===== src/rtl/calc_seq_ctrl_if.sv =====
// Keypad / ALU / display bundle for the calculator sequencer.
// The slave modport is the sequencer side; master is the keypad + ALU + display side.
interface calc_seq_ctrl_if #(
    parameter int DIGITS = 4
);
    logic                  key_valid;
    logic [4:0]            key_code;
    logic                  key_ready;
    logic [4*DIGITS-1:0]   alu_num1;
    logic [4*DIGITS-1:0]   alu_num2;
    logic [2:0]            alu_op;
    logic [4*DIGITS-1:0]   alu_res;
    logic [4*DIGITS-1:0]   disp;
    logic                  busy;
    logic                  err;

    modport master (
        output key_valid, key_code, alu_res,
        input  key_ready, alu_num1, alu_num2, alu_op, disp, busy, err
    );

    modport slave (
        input  key_valid, key_code, alu_res,
        output key_ready, alu_num1, alu_num2, alu_op, disp, busy, err
    );
endinterface


===== src/rtl/calc_seq_ctrl.sv =====
// Keypad-to-ALU sequencer: builds BCD operands, runs a fixed-latency ALU op, owns display and error flag.
// Define CALC_CHAIN_EN to make an operator key in operand-B entry evaluate and chain the next op.
module calc_seq_ctrl #(
    parameter int ALU_LATENCY = 2,
    parameter int DIGITS      = 4
) (
    input  logic           clk,
    input  logic           rst_n,
    calc_seq_ctrl_if.slave bus
);
    localparam int W  = 4 * DIGITS;
    localparam int CW = $clog2(DIGITS + 1);

    localparam logic [CW-1:0] CNT_MAX     = CW'(DIGITS);
    localparam logic [CW-1:0] CNT_ONE     = CW'(1);
    localparam logic [3:0]    LAT_INIT    = 4'(ALU_LATENCY - 1);
    localparam logic [W-1:0]  ERR_PATTERN = {DIGITS{4'hE}};
    localparam logic [2:0]    OP_DIV      = 3'b011;

    localparam logic [2:0] ST_ENTRY_A = 3'd0;
    localparam logic [2:0] ST_ENTRY_B = 3'd1;
    localparam logic [2:0] ST_EXEC    = 3'd2;
    localparam logic [2:0] ST_SHOW    = 3'd3;
    localparam logic [2:0] ST_ERR     = 3'd4;

    localparam logic [2:0] K_NONE  = 3'd0;
    localparam logic [2:0] K_DIGIT = 3'd1;
    localparam logic [2:0] K_OP    = 3'd2;
    localparam logic [2:0] K_EQ    = 3'd3;
    localparam logic [2:0] K_CLR   = 3'd4;

    function automatic logic [2:0] key_to_op(input logic [4:0] code);
        logic [2:0] op;
        case (code)
            5'd10:   op = 3'b000;
            5'd11:   op = 3'b001;
            5'd12:   op = 3'b010;
            5'd13:   op = 3'b011;
            5'd14:   op = 3'b100;
            default: op = 3'b000;
        endcase
        return op;
    endfunction

    function automatic logic [W-1:0] shift_in(input logic [W-1:0] v, input logic [3:0] d);
        return {v[W-5:0], d};
    endfunction

    logic [2:0]    state_r, state_s;
    logic [W-1:0]  entry_r, entry_s;
    logic [CW-1:0] cnt_r, cnt_s;
    logic [W-1:0]  a_r, a_s;
    logic [W-1:0]  b_r, b_s;
    logic [2:0]    op_r, op_s;
    logic [2:0]    pend_r, pend_s;
    logic [W-1:0]  res_r, res_s;
    logic          chain_r, chain_s;
    logic [3:0]    lat_r, lat_s;
    logic [W-1:0]  num1_r, num1_s;
    logic [W-1:0]  num2_r, num2_s;
    logic [2:0]    aop_r, aop_s;
    logic [W-1:0]  disp_r, disp_s;
    logic          busy_r, busy_s;
    logic          err_r, err_s;
    logic          ready_r, ready_s;

    logic [2:0]    kcls_s;
    logic [3:0]    digit_s;
    logic [2:0]    newop_s;
    logic [W-1:0]  shifted_s;
    logic          eq_go_s;
    logic          chain_req_s;
    logic          clr_s;

    assign digit_s   = bus.key_code[3:0];
    assign newop_s   = key_to_op(bus.key_code);
    assign shifted_s = shift_in(entry_r, digit_s);

    // Classify the key accepted on this edge; nothing is accepted while key_ready is low.
    always_comb begin
        kcls_s = K_NONE;
        if (bus.key_valid && ready_r) begin
            if (bus.key_code <= 5'd9) begin
                kcls_s = K_DIGIT;
            end else if (bus.key_code <= 5'd14) begin
                kcls_s = K_OP;
            end else if (bus.key_code == 5'd15) begin
                kcls_s = K_EQ;
            end else if (bus.key_code == 5'd16) begin
                kcls_s = K_CLR;
            end else begin
                kcls_s = K_NONE;
            end
        end else begin
            kcls_s = K_NONE;
        end
    end

    // Sequencer next-state: key handling per state, then the shared evaluate and clear paths.
    always_comb begin
        state_s     = state_r;
        entry_s     = entry_r;
        cnt_s       = cnt_r;
        a_s         = a_r;
        b_s         = b_r;
        op_s        = op_r;
        pend_s      = pend_r;
        res_s       = res_r;
        chain_s     = chain_r;
        lat_s       = lat_r;
        num1_s      = num1_r;
        num2_s      = num2_r;
        aop_s       = aop_r;
        disp_s      = disp_r;
        busy_s      = busy_r;
        err_s       = err_r;
        ready_s     = ready_r;
        eq_go_s     = 1'b0;
        chain_req_s = 1'b0;
        clr_s       = 1'b0;

        case (state_r)
            ST_ENTRY_A, ST_ENTRY_B: begin
                case (kcls_s)
                    K_DIGIT: begin
                        // A full operand swallows further digits instead of wrapping.
                        if (cnt_r < CNT_MAX) begin
                            entry_s = shifted_s;
                            cnt_s   = cnt_r + CNT_ONE;
                            disp_s  = shifted_s;
                        end else begin
                            entry_s = entry_r;
                        end
                    end
                    K_OP: begin
                        if (state_r == ST_ENTRY_A) begin
                            a_s     = entry_r;
                            op_s    = newop_s;
                            entry_s = '0;
                            cnt_s   = '0;
                            disp_s  = '0;
                            state_s = ST_ENTRY_B;
                        end else begin
`ifdef CALC_CHAIN_EN
                            eq_go_s     = 1'b1;
                            chain_req_s = 1'b1;
                            pend_s      = newop_s;
`else
                            op_s        = newop_s;
`endif
                        end
                    end
                    K_EQ: begin
                        if (state_r == ST_ENTRY_B) begin
                            eq_go_s = 1'b1;
                        end else begin
                            eq_go_s = 1'b0;
                        end
                    end
                    K_CLR:   clr_s   = 1'b1;
                    default: state_s = state_r;
                endcase
            end
            ST_EXEC: begin
                if (lat_r == 4'd0) begin
                    res_s   = bus.alu_res;
                    disp_s  = bus.alu_res;
                    busy_s  = 1'b0;
                    ready_s = 1'b1;
                    chain_s = 1'b0;
                    if (chain_r) begin
                        a_s     = bus.alu_res;
                        op_s    = pend_r;
                        state_s = ST_ENTRY_B;
                    end else begin
                        state_s = ST_SHOW;
                    end
                end else begin
                    lat_s = lat_r - 4'd1;
                end
            end
            ST_SHOW: begin
                case (kcls_s)
                    K_DIGIT: begin
                        entry_s = W'(digit_s);
                        cnt_s   = CNT_ONE;
                        disp_s  = W'(digit_s);
                        state_s = ST_ENTRY_A;
                    end
                    K_OP: begin
                        // Result becomes operand A; disp keeps showing it until B's first digit.
                        a_s     = res_r;
                        op_s    = newop_s;
                        state_s = ST_ENTRY_B;
                    end
                    K_CLR:   clr_s   = 1'b1;
                    default: state_s = state_r;
                endcase
            end
            ST_ERR: begin
                case (kcls_s)
                    K_CLR:   clr_s   = 1'b1;
                    default: state_s = state_r;
                endcase
            end
            default: clr_s = 1'b1;
        endcase

        // entry is cleared on evaluation so SHOW and chained ENTRY_B start B from empty.
        if (eq_go_s) begin
            b_s     = entry_r;
            entry_s = '0;
            cnt_s   = '0;
            if ((op_r == OP_DIV) && (entry_r == '0)) begin
                state_s = ST_ERR;
                err_s   = 1'b1;
                disp_s  = ERR_PATTERN;
            end else begin
                state_s = ST_EXEC;
                num1_s  = a_r;
                num2_s  = entry_r;
                aop_s   = op_r;
                busy_s  = 1'b1;
                ready_s = 1'b0;
                lat_s   = LAT_INIT;
                chain_s = chain_req_s;
            end
        end else if (clr_s) begin
            state_s = ST_ENTRY_A;
            entry_s = '0;
            cnt_s   = '0;
            a_s     = '0;
            b_s     = '0;
            op_s    = 3'b000;
            pend_s  = 3'b000;
            res_s   = '0;
            chain_s = 1'b0;
            lat_s   = 4'd0;
            disp_s  = '0;
            busy_s  = 1'b0;
            err_s   = 1'b0;
            ready_s = 1'b1;
        end else begin
            err_s = err_r;
        end
    end

    // State and output registers; reset abandons any operation in flight.
    always_ff @(posedge clk) begin
        if (!rst_n) begin
            state_r <= ST_ENTRY_A;
            entry_r <= '0;
            cnt_r   <= '0;
            a_r     <= '0;
            b_r     <= '0;
            op_r    <= 3'b000;
            pend_r  <= 3'b000;
            res_r   <= '0;
            chain_r <= 1'b0;
            lat_r   <= 4'd0;
            num1_r  <= '0;
            num2_r  <= '0;
            aop_r   <= 3'b000;
            disp_r  <= '0;
            busy_r  <= 1'b0;
            err_r   <= 1'b0;
            ready_r <= 1'b1;
        end else begin
            state_r <= state_s;
            entry_r <= entry_s;
            cnt_r   <= cnt_s;
            a_r     <= a_s;
            b_r     <= b_s;
            op_r    <= op_s;
            pend_r  <= pend_s;
            res_r   <= res_s;
            chain_r <= chain_s;
            lat_r   <= lat_s;
            num1_r  <= num1_s;
            num2_r  <= num2_s;
            aop_r   <= aop_s;
            disp_r  <= disp_s;
            busy_r  <= busy_s;
            err_r   <= err_s;
            ready_r <= ready_s;
        end
    end

    assign bus.key_ready = ready_r;
    assign bus.alu_num1  = num1_r;
    assign bus.alu_num2  = num2_r;
    assign bus.alu_op    = aop_r;
    assign bus.disp      = disp_r;
    assign bus.busy      = busy_r;
    assign bus.err       = err_r;
endmodule


===== src/flat_wrapper.sv =====
// flat-port wrapper written by rule: the top's interface ports become plain ports
module calc_seq_ctrl_flat 
#(
    parameter int ALU_LATENCY = 2,
    parameter int DIGITS      = 4
)
  (clk, rst_n, bus_key_valid, bus_key_code, bus_alu_res, bus_key_ready, bus_alu_num1, bus_alu_num2, bus_alu_op, bus_disp, bus_busy, bus_err);
  calc_seq_ctrl_if #(.DIGITS(DIGITS)) bus_i ();
  input  logic clk;
  input  logic rst_n;
  input wire logic [$bits(bus_i.key_valid)-1:0] bus_key_valid;
  input wire logic [$bits(bus_i.key_code)-1:0] bus_key_code;
  input wire logic [$bits(bus_i.alu_res)-1:0] bus_alu_res;
  output wire logic [$bits(bus_i.key_ready)-1:0] bus_key_ready;
  output wire logic [$bits(bus_i.alu_num1)-1:0] bus_alu_num1;
  output wire logic [$bits(bus_i.alu_num2)-1:0] bus_alu_num2;
  output wire logic [$bits(bus_i.alu_op)-1:0] bus_alu_op;
  output wire logic [$bits(bus_i.disp)-1:0] bus_disp;
  output wire logic [$bits(bus_i.busy)-1:0] bus_busy;
  output wire logic [$bits(bus_i.err)-1:0] bus_err;
  assign bus_i.key_valid = bus_key_valid;
  assign bus_i.key_code = bus_key_code;
  assign bus_i.alu_res = bus_alu_res;
  assign bus_key_ready = bus_i.key_ready;
  assign bus_alu_num1 = bus_i.alu_num1;
  assign bus_alu_num2 = bus_i.alu_num2;
  assign bus_alu_op = bus_i.alu_op;
  assign bus_disp = bus_i.disp;
  assign bus_busy = bus_i.busy;
  assign bus_err = bus_i.err;
  calc_seq_ctrl #(.ALU_LATENCY(ALU_LATENCY), .DIGITS(DIGITS)) u_core (.clk(clk), .rst_n(rst_n), .bus(bus_i));
endmodule

===== config.mk =====
export PLATFORM = sky130hd
export DESIGN_NAME = calc_seq_ctrl_flat
export DESIGN_NICKNAME = d
export VERILOG_FILES = /design/src/rtl/calc_seq_ctrl_if.sv /design/src/rtl/calc_seq_ctrl.sv /design/src/flat_wrapper.sv
export SDC_FILE = /design/constraint.sdc
export NUM_CORES = 1
export LEC_CHECK = 0
export CAP_MARGIN = 25
export CORE_ASPECT_RATIO = 1.2
export CORE_MARGIN = 8
export CORE_UTILIZATION = 35
export CTS_BUF_LIST = sky130_fd_sc_hd__clkbuf_8
export CTS_CLUSTER_DIAMETER = 40
export DETAILED_ROUTE_END_ITERATION = 10
export SLEW_MARGIN = 10
export SYNTH_ARGS = -nofsm -noshare
export SYNTH_HDL_FRONTEND = slang
export SYNTH_SLANG_ARGS = --single-unit

===== constraint.sdc =====
create_clock -name clk -period 4.7 [get_ports clk]
set_clock_uncertainty 0.2 [all_clocks]
set_input_delay 0.47 -clock clk [delete_from_list [all_inputs] [get_ports clk]]
set_output_delay 0.47 -clock clk [all_outputs]
set_load 0.05 [all_outputs]

# Word level (Yosys, flattened, before mapping)

Index checks and enable logic that the tools add are counted.
W data, S select, Z words.

Bits in writable memories: 0
Bits of input ports: 24
Register bits: 116
Output and inout bits: 54
Logic and storage cells: 142
Memory bits (read-only): 0
Bits in latches: 0
Memories kept: 0

Reductions and logical operators: 16
Div/mod/pow operators: 0
Add/sub/neg operators: 2
Bitwise gates (word level): 2
Equal/unequal tests: 24
Multiply operators: 0
Multiplexer cells: 80
Shift operators: 0
Magnitude comparators: 3

Operator list:

| kind                 | count |
|---|---|
| $mux W16             | 21 |
| $pmux W16 S2         | 3 |
| $pmux W16 S3         | 2 |
| $mux W3              | 19 |
| $eq A5 B4 Y1 const B | 5 |
| $pmux W3 S2          | 4 |
| $mux W1              | 22 |
| $mux W4              | 5 |
| $logic_not A16 Y1    | 1 |
| $eq A3 B2 Y1 const B | 5 |
| $ne A4 B1 Y1 const B | 3 |
| $pmux W3 S4          | 1 |
| $le A5 B4 Y1 const B | 2 |
| $reduce_and A5 Y1    | 2 |
| $pmux W3 S3          | 1 |
| $eq A3 B1 Y1 const B | 2 |
| $eq A3 B3 Y1 const B | 2 |
| $ne A3 B2 Y1 const B | 2 |
| $reduce_or A3 Y1     | 2 |
| $eq A5 B5 Y1 const B | 1 |
| $ne A5 B3 Y1 const B | 1 |
| $reduce_bool A5 Y1   | 1 |
| $logic_not A4 Y1     | 1 |
| $ne A2 B2 Y1 const B | 2 |
| 13 further kinds     | 17 |

# Logic depth before layout (Yosys ltp)

Depth in word-level cells: 11
Mapped depth: 9
Mapped depth without buffers: 7

# Worst setup path before layout

No wires, ideal clock.

Path kind: register -> register
Start: register u_core.ready_r, in the netlist u_core.bus.key_ready
End: register u_core.a_r[11]
Data arrival time: 2293 ps
Path slack: 2081 ps
Data required time: 4374 ps
Stages on the path, launching flop included: 7
Buffers on the path: 1
Clock period less this slack: 2619 ps
Setup time: 126 ps
Cell sequence: dfxtp_1 nand3b_1 nor3_2 buf_4 mux2_2 a222oi_1 a21oi_1

Cells in the longest elaborated chain, start to end: 7
Elaborated cells between the ends (all ways): 14
Classes of those cells: 3 x eq/ne; 10 x mux; 1 x reduce/logical

Ends and longest elaborated chain:

| item                                         | RTL line                                                         | RTL |
|---|---|---|
| from (decl)                                  | calc_seq_ctrl.sv:65                                              | `logic ready_r, ready_s;` |
| from (signal assigned)                       | calc_seq_ctrl.sv:285                                             | `ready_r <= ready_s;` |
| $logic_and A1 B1 Y1 *                        | calc_seq_ctrl.sv:82                                              | `if (bus.key_valid && ready_r) begin` |
| $mux W3 *                                    | calc_seq_ctrl.sv:82                                              |  |
| $eq A3 B2 Y1 or $eq A3 B3 Y1 (tied branches) | calc_seq_ctrl.sv:124, calc_seq_ctrl.sv:183, calc_seq_ctrl.sv:201 |  |
| $mux W16 (tied with other cells)             | calc_seq_ctrl.sv:183                                             | `case (kcls_s)` |
| $pmux W16 S3 or $pmux W1 S2 (tied branches)  | calc_seq_ctrl.sv:122                                             | `case (state_r)` |
| $mux W16                                     | calc_seq_ctrl.sv:228                                             | `end else if (clr_s) begin` |
| $mux W16 *                                   | calc_seq_ctrl.sv:210                                             | `if (eq_go_s) begin` |
| to (signal assigned)                         | calc_seq_ctrl.sv:272                                             | `a_r <= a_s;` |
| to (decl)                                    | calc_seq_ctrl.sv:52                                              | `logic [W-1:0] a_r, a_s;` |

Mark *: on every way between the ends. The rest lies on a longest branch, timed or not.
A chain may end at the register's enable or synchronous reset.

# Final worst setup path

Start: register u_core.state_r[0]
End: register u_core.a_r[7]

Cells in the longest elaborated chain, start to end: 6
Elaborated cells between the ends (all ways): 16
Classes of those cells: 4 x eq/ne; 9 x mux; 3 x reduce/logical

Ends and longest elaborated chain:

| item                   | RTL line                                   | RTL |
|---|---|---|
| from (decl)            | calc_seq_ctrl.sv:49                        | `logic [2:0] state_r, state_s;` |
| from (signal assigned) | calc_seq_ctrl.sv:269                       | `state_r <= state_s;` |
| $logic_not A3 Y1       | calc_seq_ctrl.sv:122, calc_seq_ctrl.sv:136 |  |
| $mux W16               | calc_seq_ctrl.sv:136                       | `if (state_r == ST_ENTRY_A) begin` |
| $mux W16               | calc_seq_ctrl.sv:124                       | `case (kcls_s)` |
| $pmux W16 S3           | calc_seq_ctrl.sv:122                       |  |
| $mux W16               | calc_seq_ctrl.sv:228                       |  |
| $mux W16 *             | calc_seq_ctrl.sv:210                       |  |

Marked as above.

==> results.yml <==
timing:
  finalSetupTns_ps: 0
  finalHoldViolCount: 0
  fmax_mhz: 318.1
  worst_pin_slew_ps: 1010
  max_slew_margin: 0.3248
  rsz0062_at_grt: "no"
  setup_viol: 0
  period_minus_slack_ps: 3144
  slew_viol_final: 0
  post-route-period-util: 0.6689
logic_synthesis:
  synth-main-ff-cell: "dfxtp_1"
  yosys_warnings: 0
  synth_cell_types: 64
  synth_most_common_cell: "dfxtp_1"
  syn-cell-area_um2: 5580
  synth_area_leaders: "dfxtp_1, mux2i_1, nand2_1, a21oi_1, nor2b_1"
  syn_nets: 665
  synth_cells: 639
  synthArstFlopShare: 0
  netlist.area_leader.share: 0.4161
  yosysSeqAreaShare: 0.4161
  syn_area_per_cell_um2: 8.733
  netlist.top_cell.by_area: "dfxtp_1"
  synth_common_cells: "dfxtp_1, nand2_1, a21oi_1"
  synth_edf_count: 0
  ys_ff_latch: 116
hold_path:
  hold_path_depth: 2
  worst_hold_path_type: "register to register"
clock_tree:
  cts_tree: "built"
  cts_sinks: 116
  root_buffer: "clkbuf_8"
  numCtsBuffers: 17
  cts_hold_buf: 0
  clk_pin_slew_ps: 80
  cts_setup_buffers: 0
  h-tree-depth: 4
  clockBufferDepth: 2
  post_cts_resized: 0
  clk_latency_ps: 460
placement:
  dp.cells: 886
  dp_hpwl_mm: 13.48
  place.gp.congestion: 0.8823
  port_buffers: 77
finish:
  fin_nets: 723
  drive_gt1_frac: 0.09859
  fin_cells: 918
  area_delta_synth_final_pct: 24.39
  diodes: 0
power_and_ir_drop:
  leakage_nw: 2.497
  power_mw: 2.347
  powerDensity_nw_per_um2: 338.1
  ir_worst_vdd_v: 0.0001507
worst_setup_path:
  startpoint_type: "register"
  worstSetupEndpointType: "register"
  cp_max_fo: 24
  worstRegToRegCells: 5
  critPathRequiredTime_ps: 4830
  critPathArrivalTime_ps: 3280
  crit_type: "register to register"
route:
  wl_per_cell_um: 20.92
  drc_errors: 0
  avgViaCountPerCell: 5.796
  routed-via-count: 5321
  first_iter_violations: 483
  drtAntennaViolNets: 0
  drt_wl_total_mm: 19.20
  first_pass_iters: 6
die:
  pin_count: 78
  row_count: 50
  initial_core_util: 0.3582
  die_area_um2: 20260
  die_x_um: 131.3
  chipHeight_um: 154.3
  core_um2: 15580
grt:
  grt_usage: 0.1874
  grt_pass1_vias: 5295
  grt_pass1_wl_mm: 30.28
  grt_overflow_total: 0
  antenna_found_initial: 0
  grt_max_degree: 34
job:
  cap_violations: 0
run_status:
  outcome: "finished, final reports clean"
path summary, 6_finish.rpt:
path,end,start,slack (ps)
setup reg to reg,u_core.a_r[7],u_core.state_r[0],1560
hold / removal,u_core.res_r[10],u_core.res_r[10],260
setup / recovery,u_core.a_r[7],u_core.state_r[0],1560
hold reg to reg,u_core.res_r[10],u_core.res_r[10],260
state kept, by name (all words and copies together), names as in the netlist:
register              count
u_core.bus.alu_num1      16
u_core.bus.alu_op         3
u_core.bus.busy           1
u_core.entry_r           16
u_core.state_r            3
u_core.chain_r            1
u_core.cnt_r              3
u_core.op_r               3
u_core.bus.err            1
u_core.bus.alu_num2      16
u_core.a_r               16
u_core.bus.disp          16
u_core.lat_r              4
u_core.res_r             16
u_core.bus.key_ready      1
logic make-up after synthesis:
kind of cell / count (synthesis) / synth area share
AOI/OAI and AO/OA: 169 / 0.2016
and+or+nand+nor: 231 / 0.2150
buffers and inverters: 58 / 0.04776
DFF: 116 / 0.4161
adders and majority gates: 2 / 0.004484
xor gates and xnor gates: 3 / 0.004709
muxes: 60 / 0.1103
routing by layer:
layer / track usage / wire length (um)
met1: 0.2263 / 7882
met3: 0.03986 / 1498
met5: 0 / 0
met4: 0.1019 / 639
met2: 0.3063 / 9181
critical path, cell delays in order (launching register included):
cell and delay, ps:
dfxtp_1 760, nand2b_1 460, a41oi_1 310, nand2_1 820
buf_4 370, a21oi_1 70
per-stage QoR:
stage               instance area [um2]  utilization  setup WS [ps]  hold slack, ps
floorplan                          5580            -           2081           232.3
global placement                   6486       0.4164           1337           239.7
detailed placement                 6486       0.4164           1295           247.8
CTS                                6942       0.4456           1606           258.0
global route                       6942       0.4456           1415           274.7
finish                             6942       0.4456           1556           256.2
layout make-up:
cell class | count | area [um2]
flip-flops and latches | 116 | 2322
fillers | 1509 | 8636
repair buffers | 91 | 875.8
well taps | 208 | 260.3
clock buffers | 18 | 247.7
clock inverters | 14 | 207.7
inverters | 6 | 22.52
multi-input cells | 465 | 3005
power by group:
part / total, mW / switching (mW) / internal, mW
combinational: 0.234 / 0.152 / 0.0818
clock: 1.08 / 0.438 / 0.644
sequential: 1.03 / 0.0291 / 1.00
total: 2.35 / 0.619 / 1.73
cell usage in the layout, fill, tap and decap left out, types with 3 or more instances in the layout:
cell type          n
a211oi_1           6
a21oi_1           60
a222oi_1          13
a22oi_1            3
a311oi_1           3
a31o_2             3
a31oi_1           19
a41oi_1            6
and2_1             5
buf_4             14
bufinv_16          5
clkbuf_8          18
clkdlybuf4s50_1   77
clkinv_2           3
dfxtp_1          116
inv_1              7
inv_6              3
mux2_2            12
mux2i_1           48
nand2_1           88
nand2b_1           3
nand3_1           34
nand4_1            9
nor2_1            18
nor2b_1           37
nor3_1             6
nor3b_1            4
nor4_1             7
o211ai_1          10
o21ai_0           21
o22ai_1            6
Power figures use the tool's default switching activity.
